--- config.mk ---
export PLATFORM = sky130hd
export DESIGN_NAME = disp_write_arbiter_flat
export DESIGN_NICKNAME = d
export VERILOG_FILES = /design/src/rtl/disp_write_arbiter_if.sv /design/src/rtl/disp_write_arbiter.sv /design/src/flat_wrapper.sv
export SDC_FILE = /design/constraint.sdc
export NUM_CORES = 1
export LEC_CHECK = 0
export BUFFER_PORTS_ARGS = -buffer_cell sky130_fd_sc_hd__buf_4
export CORE_MARGIN = 2
export CORE_UTILIZATION = 42
export DETAILED_ROUTE_END_ITERATION = 8
export PLACE_DENSITY = 0.93
export SYNTH_ARGS = -nofsm -noshare
export SYNTH_HDL_FRONTEND = slang
export SYNTH_SLANG_ARGS = --single-unit
export TNS_END_PERCENT = 50
--- constraint.sdc ---
create_clock -name clk_bram_disp -period 3.7 [get_ports clk_bram_disp]
set_input_delay 0.37 -clock clk_bram_disp [delete_from_list [all_inputs] [get_ports clk_bram_disp]]
set_output_delay 0.37 -clock clk_bram_disp [all_outputs]
set_load 0.05 [all_outputs]
--- src/rtl/disp_write_arbiter_if.sv ---
// Requester A/B valid/ready pixel-write channels plus the registered display BRAM write port.
// master = requesters and BRAM side, slave = disp_write_arbiter.
interface disp_write_arbiter_if #(
  parameter int unsigned ADDR_W = 13,
  parameter int unsigned DATA_W = 24
);
  logic              a_valid;
  logic              a_ready;
  logic [ADDR_W-1:0] a_addr;
  logic [DATA_W-1:0] a_data;
  logic              b_valid;
  logic              b_ready;
  logic [ADDR_W-1:0] b_addr;
  logic [DATA_W-1:0] b_data;
  logic [ADDR_W-1:0] addr;
  logic [DATA_W-1:0] data;
  logic              write_en;

  modport master (
    output a_valid, a_addr, a_data, b_valid, b_addr, b_data,
    input  a_ready, b_ready, addr, data, write_en
  );

  modport slave (
    input  a_valid, a_addr, a_data, b_valid, b_addr, b_data,
    output a_ready, b_ready, addr, data, write_en
  );
endinterface

--- src/rtl/disp_write_arbiter.sv ---
// Round-robin owner of the display BRAM write port with an optional whole-frame fill sequencer.
// Fill sequencer is built only when DISP_WRITE_FILL_EN is defined.
module disp_write_arbiter #(
  parameter int unsigned ADDR_W = 13,
  parameter int unsigned DATA_W = 24,
  parameter int unsigned DEPTH  = 8192
) (
  input  logic              clk_bram_disp,
  input  logic              rst,
  disp_write_arbiter_if.slave bus,
  input  logic              fill_start,
  input  logic [DATA_W-1:0] fill_color,
  output logic              fill_busy,
  output logic              fill_done,
  output logic              last_grant
);

  logic [ADDR_W-1:0] addr_q, addr_d;
  logic [DATA_W-1:0] data_q, data_d;
  logic              write_en_q, write_en_d;
  logic              last_grant_q, last_grant_d;
  logic              hold_c, a_win_c, b_win_c, a_hs_c, b_hs_c;

  // last_grant_q=1 means B went last, so A wins a tie
  assign a_win_c     = bus.a_valid & (~bus.b_valid | last_grant_q);
  assign b_win_c     = bus.b_valid & (~bus.a_valid | ~last_grant_q);
  assign bus.a_ready = a_win_c & ~hold_c;
  assign bus.b_ready = b_win_c & ~hold_c;
  assign a_hs_c      = bus.a_valid & bus.a_ready;
  assign b_hs_c      = bus.b_valid & bus.b_ready;

  assign bus.addr     = addr_q;
  assign bus.data     = data_q;
  assign bus.write_en = write_en_q;
  assign last_grant   = last_grant_q;

`ifdef DISP_WRITE_FILL_EN
  typedef enum logic {IDLE, FILL} state_e;
  localparam int unsigned      CNT_W    = ADDR_W + 1;
  localparam logic [CNT_W-1:0] LAST_CNT = CNT_W'(DEPTH - 1);

  state_e            state_q, state_d;
  logic [CNT_W-1:0]  cnt_q, cnt_d;
  logic [DATA_W-1:0] color_q, color_d;
  logic              busy_q, busy_d;
  logic              done_q, done_d;

  // Fill owns the port from the cycle fill_start is seen until the last write
  assign hold_c    = (state_q == FILL) | fill_start;
  assign fill_busy = busy_q;
  assign fill_done = done_q;

  always_ff @(posedge clk_bram_disp or posedge rst) begin
    if (rst) begin
      state_q <= IDLE;
      cnt_q   <= '0;
      color_q <= '0;
      busy_q  <= 1'b0;
      done_q  <= 1'b0;
    end else begin
      state_q <= state_d;
      cnt_q   <= cnt_d;
      color_q <= color_d;
      busy_q  <= busy_d;
      done_q  <= done_d;
    end
  end
`else
  logic unused_fill_c;

  assign hold_c        = 1'b0;
  assign fill_busy     = 1'b0;
  assign fill_done     = 1'b0;
  assign unused_fill_c = ^{fill_start, fill_color};
`endif

  always_comb begin
    addr_d       = addr_q;
    data_d       = data_q;
    write_en_d   = 1'b0;
    last_grant_d = last_grant_q;
`ifdef DISP_WRITE_FILL_EN
    state_d = state_q;
    cnt_d   = cnt_q;
    color_d = color_q;
    done_d  = 1'b0;
    if (state_q == FILL) begin
      addr_d     = cnt_q[ADDR_W-1:0];
      data_d     = color_q;
      write_en_d = 1'b1;
      if (cnt_q == LAST_CNT) begin
        done_d  = 1'b1;
        cnt_d   = '0;
        state_d = IDLE;
      end else begin
        cnt_d = cnt_q + CNT_W'(1);
      end
    end else if (fill_start) begin
      color_d    = fill_color;
      addr_d     = '0;
      data_d     = fill_color;
      write_en_d = 1'b1;
      cnt_d      = CNT_W'(1);
      state_d    = FILL;
    end else
`endif
    if (a_hs_c) begin
      addr_d       = bus.a_addr;
      data_d       = bus.a_data;
      write_en_d   = 1'b1;
      last_grant_d = 1'b0;
    end else if (b_hs_c) begin
      addr_d       = bus.b_addr;
      data_d       = bus.b_data;
      write_en_d   = 1'b1;
      last_grant_d = 1'b1;
    end
`ifdef DISP_WRITE_FILL_EN
    busy_d = (state_d == FILL);
`endif
  end

  always_ff @(posedge clk_bram_disp or posedge rst) begin
    if (rst) begin
      addr_q       <= '0;
      data_q       <= '0;
      write_en_q   <= 1'b0;
      last_grant_q <= 1'b1;
    end else begin
      addr_q       <= addr_d;
      data_q       <= data_d;
      write_en_q   <= write_en_d;
      last_grant_q <= last_grant_d;
    end
  end

endmodule

--- src/flat_wrapper.sv ---
// flat-port wrapper written by rule: the top's interface ports become plain ports
module disp_write_arbiter_flat 
#(
  parameter int unsigned ADDR_W = 13,
  parameter int unsigned DATA_W = 24,
  parameter int unsigned DEPTH  = 8192
)
  (clk_bram_disp, rst, fill_start, fill_color, fill_busy, fill_done, last_grant, bus_a_valid, bus_a_addr, bus_a_data, bus_b_valid, bus_b_addr, bus_b_data, bus_a_ready, bus_b_ready, bus_addr, bus_data, bus_write_en);
  disp_write_arbiter_if #(.ADDR_W(ADDR_W), .DATA_W(DATA_W)) bus_i ();
  input  logic clk_bram_disp;
  input  logic rst;
  input  logic fill_start;
  input  logic [DATA_W-1:0] fill_color;
  output logic fill_busy;
  output logic fill_done;
  output logic last_grant;
  input wire logic [$bits(bus_i.a_valid)-1:0] bus_a_valid;
  input wire logic [$bits(bus_i.a_addr)-1:0] bus_a_addr;
  input wire logic [$bits(bus_i.a_data)-1:0] bus_a_data;
  input wire logic [$bits(bus_i.b_valid)-1:0] bus_b_valid;
  input wire logic [$bits(bus_i.b_addr)-1:0] bus_b_addr;
  input wire logic [$bits(bus_i.b_data)-1:0] bus_b_data;
  output wire logic [$bits(bus_i.a_ready)-1:0] bus_a_ready;
  output wire logic [$bits(bus_i.b_ready)-1:0] bus_b_ready;
  output wire logic [$bits(bus_i.addr)-1:0] bus_addr;
  output wire logic [$bits(bus_i.data)-1:0] bus_data;
  output wire logic [$bits(bus_i.write_en)-1:0] bus_write_en;
  assign bus_i.a_valid = bus_a_valid;
  assign bus_i.a_addr = bus_a_addr;
  assign bus_i.a_data = bus_a_data;
  assign bus_i.b_valid = bus_b_valid;
  assign bus_i.b_addr = bus_b_addr;
  assign bus_i.b_data = bus_b_data;
  assign bus_a_ready = bus_i.a_ready;
  assign bus_b_ready = bus_i.b_ready;
  assign bus_addr = bus_i.addr;
  assign bus_data = bus_i.data;
  assign bus_write_en = bus_i.write_en;
  disp_write_arbiter #(.ADDR_W(ADDR_W), .DATA_W(DATA_W), .DEPTH(DEPTH)) u_core (.clk_bram_disp(clk_bram_disp), .rst(rst), .bus(bus_i), .fill_start(fill_start), .fill_color(fill_color), .fill_busy(fill_busy), .fill_done(fill_done), .last_grant(last_grant));
endmodule
==> impl_metrics.json <==
{
  "status": "finished clean",
  "yosysUniqueCellTypes": 20,
  "fmax_mhz": 413,
  "gr-total-overflow": 0,
  "setup-tns-final_ns": 0,
  "root_buffer": "clkbuf_8",
  "dieArea_mm2": 0.00490,
  "die_w_um": 70.0,
  "area_growth_pct": 50.4,
  "yosysWarnings": 0,
  "gp_congestion": 0.756,
  "drive_gt1_share_pct": 47.9,
  "synth_top_flop_cell": "dfrtp_1",
  "tightest_slew_ns": 0.790,
  "cp-end-kind": "primary output",
  "hold_viol_final": 0,
  "grtUsageTotal_pct": 19.9,
  "pin_count": 146,
  "min_period_ns": 2.42,
  "viasPerCell": 5.08,
  "worstPathArrival_ns": 2.05,
  "setup_viol_count_final": 0,
  "vdd_drop_max_uv": 231,
  "leakage_nw": 1.40,
  "p_sw_uw": 480,
  "dp.cells": 336,
  "crit_fanout": 34,
  "pwr-share-clk_pct": 21.4,
  "clk_pin_slew_ns": 0.07,
  "clk_latency_ns": 0.28,
  "async_flop_share_pct": 100,
  "synth_top_area_cell": "dfrtp_1",
  "ys_ff_latch": 39,
  "start_kind": "flip-flop",
  "drt-total-wl_um": 4870,
  "cp.required_ns": 3.33,
  "p_total_mw": 1.26,
  "r2r_start": "u_core.last_grant$_DFFE_PP1P_",
  "worstSetupPathType": "flip-flop to primary output",
  "postCtsSetupBuffers": 0,
  "grt_pass1_wl_um": 7760,
  "synth_top_area_share_pct": 51.9,
  "htree_levels": 2,
  "synth.most_common_cell": "dfrtp_1",
  "synth-edff-count": 0,
  "first_pass_iters": 4,
  "fin_cells": 344,
  "grt_max_degree": 40,
  "period_share_pct": 65.4,
  "seq_area_frac_synth_pct": 53.4,
  "rows": 24,
  "synth.area.top_cells": "dfrtp_1, a21oi_1, o22ai_1, o22ai_2, inv_1",
  "drc": 0,
  "initial_utilization_pct": 42.9,
  "postSynthCellCount": 177,
  "synth.cell_area_mm2": 0.00183,
  "rsz0062_at_grt": "no",
  "hold_buffers": 0,
  "skew_ns": 0.00235,
  "p_int_uw": 784,
  "netSwitchingFraction_pct": 38.0,
  "antenna_cells": 0,
  "core_mm2": 0.00426,
  "hp-class": "primary input to asynchronous set/reset pin",
  "die_y_um": 70.0,
  "numPortBuffers": 118,
  "power_frac_comb_pct": 38.0,
  "dpl.hpwl_um": 3580,
  "cap_violations": 0,
  "relSlewSlack_pct": 47.2,
  "antenna_found_initial": 0,
  "fin_nets": 394,
  "critPathLaunch": "u_core.last_grant$_DFFE_PP1P_",
  "ant_nets": 0,
  "cts_resized": 0,
  "drtIter0Drc": 113,
  "report.final.slew_viol_count": 0,
  "p_seq_share_pct": 40.6,
  "grt_pass1_vias": 1741,
  "synth_common_cells": "dfrtp_1, a21oi_1, inv_1",
  "cts_tree": "done",
  "pwr_density_cell_mw_per_mm2": 459,
  "routedWlPerCell_um": 14.2,
  "synth.avg_cell_area_um2": 10.3,
  "cts_buffer_depth": 2,
  "cts_inserted_buffers": 5,
  "clock-sinks": 39,
  "vias": 1746
}
## metal layers
layer / global-route usage [%] / up-vias / share of wire, %
met5: 0 / - / 0
met4: 6.41 / 0 / 1.4
met3: 4.04 / 8 / 6.4
met2: 36.5 / 71 / 54
met1: 23.0 / 830 / 39
li1: - / 837 / -
## power by group through the flow
stage	Combinational, mW	Sequential (mW)	Clock [mW]
finish	0.481	0.513	0.270
global route	0.505	0.521	0.297
CTS	0.484	0.513	0.278
detailed placement	0.484	0.521	0
global placement	0.475	0.519	0
floorplan	0.128	0.707	0
## layout make-up
type                    instances  area, um2
fillers                       371       1510
repair buffers                120        901
inverters                      36        135
well taps                      52       65.1
flip-flops and latches         39        977
multi-input cells              89        596
clock buffers                   8       80.1
## registers in the layout, indices dropped and copies added, names as in the netlist
signal	flops
u_core.bus.addr	13
u_core.last_grant	1
u_core.bus.data	24
u_core.bus.write_en	1
## final timing paths
path / slack, ns / endpoint / depth (start not counted)
min reg2reg: 0.58 / u_core.bus.data[13]$_DFFE_PP0P_ / 2
min in group clk_bram_disp: 0.32 / u_core.bus.addr[4]$_DFFE_PP0P_ / 3
max reg2reg: 1.91 / u_core.bus.data[6]$_DFFE_PP0P_ / 3
min: 0.22 / u_core.bus.write_en$_DFF_PP0_ / 3
max in group asynchronous: 3.12 / u_core.last_grant$_DFFE_PP1P_ / 3
max: 1.28 / bus_a_ready / 3
## per-stage QoR
step | hold slack (ns) | cell area, um2 | setup WS (ns) | util [%]
detailed placement | 0.537 | 2670 | 1.58 | 62.7
global placement | 0.523 | 2670 | 1.58 | 62.7
finish | 0.215 | 2750 | 1.28 | 64.6
floorplan | 0.494 | 1830 | 1.95 | -
CTS | 0.226 | 2750 | 1.27 | 64.6
global route | 0.264 | 2750 | 1.19 | 64.6
## worst max-delay path, stage by stage (launching register included)
cell and delay (ns):
dfstp_2 0.60, and2b_4 0.23, nor2_4 0.60, buf_4 0.33
## cells by family after synthesis
group           Yosys count  synth area share, %
compound gates           80                 29.1
buf+inv                  50                 14.3
flops                    39                 53.4
other cells               1                0.205
simple gates              7                 3.01
## cell usage in the layout (no fill, tap or decap), types with 2 or more instances in the layout
master / n
o22ai_1: 22
o21ai_0: 4
o22ai_2: 11
inv_1: 35
conb_1: 2
dfrtp_1: 38
or2b_1: 2
clkbuf_1: 3
nand2b_1: 2
o32ai_1: 4
clkbuf_8: 5
a21oi_1: 37
buf_4: 120
(Power assumes the default switching activity.)
